$ cat src/rtl/temporizador.sv
// Keypad-loaded countdown timer. It keeps the remaining time as three BCD digits
// (minutes, tens of seconds, units of seconds) and steps down once per TICK_DIV clocks.
module temporizador #(
  parameter int unsigned TICK_DIV = 50000000
) (
  input  logic       clock,
  input  logic       reset,
  input  logic [3:0] data,
  input  logic       load,
  input  logic       enable,
  output logic [3:0] mins,
  output logic [3:0] sec_tens,
  output logic [3:0] sec_ones,
  output logic       zero,
  output logic       done
);

  localparam int unsigned PW = (TICK_DIV > 2) ? $clog2(TICK_DIV) : 1;
  localparam logic [PW-1:0] PRESC_MAX = PW'(TICK_DIV - 1);

  logic [3:0]    mins_q, mins_d;
  logic [3:0]    tens_q, tens_d;
  logic [3:0]    ones_q, ones_d;
  logic [PW-1:0] presc_q, presc_d;
  logic          done_q, done_d;

  logic [3:0] ones_step, tens_step, mins_step;
  logic       borrow_tens, borrow_mins;

  assign zero = (mins_q == 4'd0) && (tens_q == 4'd0) && (ones_q == 4'd0);

  // Borrow chain for one countdown step. Tens values above 5 are legal from keyed
  // entry and simply count down until they reach 0.
  always_comb begin
    borrow_tens = (ones_q == 4'd0);
    borrow_mins = borrow_tens && (tens_q == 4'd0);
    ones_step   = borrow_tens ? 4'd9 : ones_q - 4'd1;
    tens_step   = tens_q;
    if (borrow_tens) begin
      tens_step = (tens_q == 4'd0) ? 4'd5 : tens_q - 4'd1;
    end
    mins_step = borrow_mins ? mins_q - 4'd1 : mins_q;
  end

  always_comb begin
    mins_d  = mins_q;
    tens_d  = tens_q;
    ones_d  = ones_q;
    presc_d = '0;
    done_d  = 1'b0;
    if (load) begin
      if (data <= 4'd9) begin
        mins_d = tens_q;
        tens_d = ones_q;
        ones_d = data;
      end
    end else if (enable && !zero) begin
      if (presc_q == PRESC_MAX) begin
        mins_d = mins_step;
        tens_d = tens_step;
        ones_d = ones_step;
        done_d = (mins_step == 4'd0) && (tens_step == 4'd0) && (ones_step == 4'd0);
      end else begin
        presc_d = presc_q + PW'(1);
      end
    end
  end

  always_ff @(posedge clock or posedge reset) begin
    if (reset) begin
      mins_q  <= 4'd0;
      tens_q  <= 4'd0;
      ones_q  <= 4'd0;
      presc_q <= '0;
      done_q  <= 1'b0;
    end else begin
      mins_q  <= mins_d;
      tens_q  <= tens_d;
      ones_q  <= ones_d;
      presc_q <= presc_d;
      done_q  <= done_d;
    end
  end

  assign mins     = mins_q;
  assign sec_tens = tens_q;
  assign sec_ones = ones_q;
  assign done     = done_q;

endmodule
$ cat config.mk
export PLATFORM = sky130hd
export DESIGN_NAME = temporizador
export DESIGN_NICKNAME = d
export VERILOG_FILES = /design/src/rtl/temporizador.sv
export SDC_FILE = /design/constraint.sdc
export NUM_CORES = 1
export LEC_CHECK = 0
export ABC_AREA = 1
export BUFFER_PORTS_ARGS = -buffer_cell sky130_fd_sc_hd__clkbuf_2
export CAP_MARGIN = 20
export CORE_ASPECT_RATIO = 0.8
export CORE_UTILIZATION = 50
export CTS_CLUSTER_DIAMETER = 40
export DETAILED_ROUTE_END_ITERATION = 10
export PLACE_DENSITY = 0.7
export SYNTH_ARGS = -nofsm -noshare
export SYNTH_HDL_FRONTEND = slang
export SYNTH_SLANG_ARGS = --single-unit
$ cat constraint.sdc
create_clock -name clock -period 2.14 [get_ports clock]
set_input_delay 0.428 -clock clock [delete_from_list [all_inputs] [get_ports clock]]
set_output_delay 0.428 -clock clock [all_outputs]
set_load 0.01 [all_outputs]
==> qor.csv <==
metric,value,unit
layout cells sized above 1,0.127,
setup TNS,0,ps
Fin Clk Skew,5.48,ps
Reg area,976,um2
sw frac,0.395,
DP Area,2720,um2
Final Hold Vio Count,0,
post-CTS setup buffers,0,
worst slew pin tran,506,ps
die area,5460,um2
Synth Net Count,389,
Inst Count DP,457,
routed len/inst,12.3,um
crit end category,output pin,
WP data required,1710,ps
Internal Power,1.42,mW
Post-CTS Hold Buffers,0,
Synth Instances,379,
"top cells by area, synth","dfrtp_1 38%, nand2_1 18%, nor2_1 11%, nand3_1 5.6%, inv_1 5.4%",
initial drt markers,133,
Ys Warns,0,
startpoint types,flip-flop,
Period minus WS final,1990,ps
Clock Path Buffers,2,
RSZ-0062 raised after global routing,no,
number of diodes,0,
Final Setup Violations,0,
Core Area,4980,um2
global-route wire length before repair,9780,um
CP Data Arrival Time,1560,ps
power share of the sequential group,0.412,
synth-to-layout area growth,9.68,%
initial antenna violation count,0,
Yosys reg bits,39,
Fmax,502,MHz
pin count of the biggest net entering global routing,40,
die width,82.4,um
Via-to-Cell Ratio,5.04,
Final period util,0.930,
htree depth,2,
HP Class,in2async,
post-CTS sizing,0,
mean cell area of the mapped netlist,6.82,um2
max_slew headroom,0.663,
# DRC,0,
CP max FO,9,
initial core utilization,0.519,
Multi-input gate area,1410,um2
CTS Root Cell,clkbuf_8,
final instance area,2840,um2
Max Cap Viol,0,
Hold WS,233,ps
boundary pin count,22,
peak supply drop,397,uV
routability cong.,0.876,
Finished Layout Cells,465,
clock group share of total power,0.230,
number of I/O port buffers,21,
status,finished clean,
dpl ws,349,ps
GRT overflow,0,
Synth top area share,0.378,
clk_lat worst skew,280,ps
clock sinks,39,
switching power,0.925,mW
Comb power frac,0.358,
gr usage total,0.240,
drt first pass iters,4,
Netlist Area Pre-Place,2580,um2
die height,66.3,um
cell leakage power,1.34,nW
Vias,2345,
CTS Buf Count,5,
# rows,23,
"commonest non-fill, non-tap cell in the layout",nand2_1,
Clock transition at path regs,70,ps
Routed Wire Length,5730,um
register area share after synthesis,0.378,
Setup CP Type,reg2out,
Max Transition Viols Final,0,
Synth area leader,dfrtp_1,
HPWL Detailed,4260,um
CTS tree,yes,
most frequent cells in the layout,"122 x nand2_1, 70 x nor2_1, 39 x dfrtp_1",
vias in the first global route,2110,
worst setup margin,149,ps
Power Dens Cells,827,nW/um2
worst reg2reg setup slack,420,ps
"antenna viol nets, final",0,
synth unique cells,30,
# nets final,412,
fillers,501,
[worst paths after layout]
kind	from	to	cells after the start
setup / recovery	sec_ones[0]	zero	5
hold / removal	reset	sec_ones[2]	3
setup reg to reg	presc_q[0]	presc_q[24]	9
hold reg to reg	presc_q[0]	presc_q[0]	1
max in group asynchronous	reset	presc_q[16]	3
min in group clock	presc_q[0]	presc_q[0]	1
[sequential cells by signal (all words and copies together), names as in the netlist]
name and cells:
presc_q 26, mins 4, sec_ones 4, sec_tens 4
done 1
[routing by layer]
layer,GRT usage,share of wire
met5,0,0
met4,0.0526,0.0085
met3,0.0455,0.042
met2,0.348,0.41
met1,0.362,0.53
[power groups by stage]
stage	registers, mW	clock network [mW]	logic [mW]
3_3_place_gp	0.968	0	0.798
4_1_cts	0.958	0.559	0.813
5_1_grt	0.984	0.591	0.973
3_5_place_dp	0.971	0	0.808
2_1_floorplan	0.981	0	0.571
6_report	0.966	0.540	0.838
[worst max-delay path, stage by stage, from the launching register on]
cell	delay, ps
dfrtp_1	450
nor2_2	180
nand2_2	160
nor2_4	200
and3_1	170
clkbuf_2	120
[area by class of cell]
cell class	count	share of cell area
well taps	62	0.0274
inverters	38	0.0503
multi-input cells	294	0.498
flip-flops and latches	39	0.344
repair buffers	24	0.0450
clock buffers	8	0.0353
[stage by stage]
stage / total power [mW] / utilization
2_1_floorplan: 1.55 / -
3_5_place_dp: 1.78 / 0.546
5_1_grt: 2.55 / 0.569
3_3_place_gp: 1.77 / 0.546
6_report: 2.34 / 0.569
4_1_cts: 2.33 / 0.566
[synthesized netlist by cell type]
| library cell | count |
|---|---|
| nand3_1 | 29 |
| a21oi_1 | 2 |
| nand3b_1 | 1 |
| buf_6 | 5 |
| o22ai_1 | 1 |
| o21ai_0 | 15 |
| nand2_2 | 4 |
| o21ai_1 | 1 |
| clkbuf_1 | 1 |
| xnor2_1 | 4 |
| dfrtp_1 | 39 |
| xor2_1 | 14 |
| nor2_1 | 73 |
| a22oi_1 | 1 |
| a31oi_1 | 1 |
| buf_2 | 2 |
| nand4_4 | 1 |
| ha_1 | 2 |
| nor2_2 | 3 |
| and3_1 | 1 |
| nor4_1 | 1 |
| nor2_4 | 2 |
| nor3_1 | 3 |
| o21bai_1 | 2 |
| nand3_2 | 2 |
| nand4_1 | 5 |
| nand2_1 | 123 |
| inv_1 | 37 |
| nand2_4 | 3 |
| inv_2 | 1 |
[cell families (layout without fill, tap and decap cells)]
logic type,Yosys count,count (layout),share of synthesized area
DFF,39,39,0.378
AOI/OAI and AO/OA,23,23,0.0484
xor gates and xnor gates,18,18,0.0610
adders and majority gates,2,2,0.00968
buffers and inverters,46,70,0.0823
and+or+nand+nor,251,251,0.421
Power figures use the tool's default switching activity.
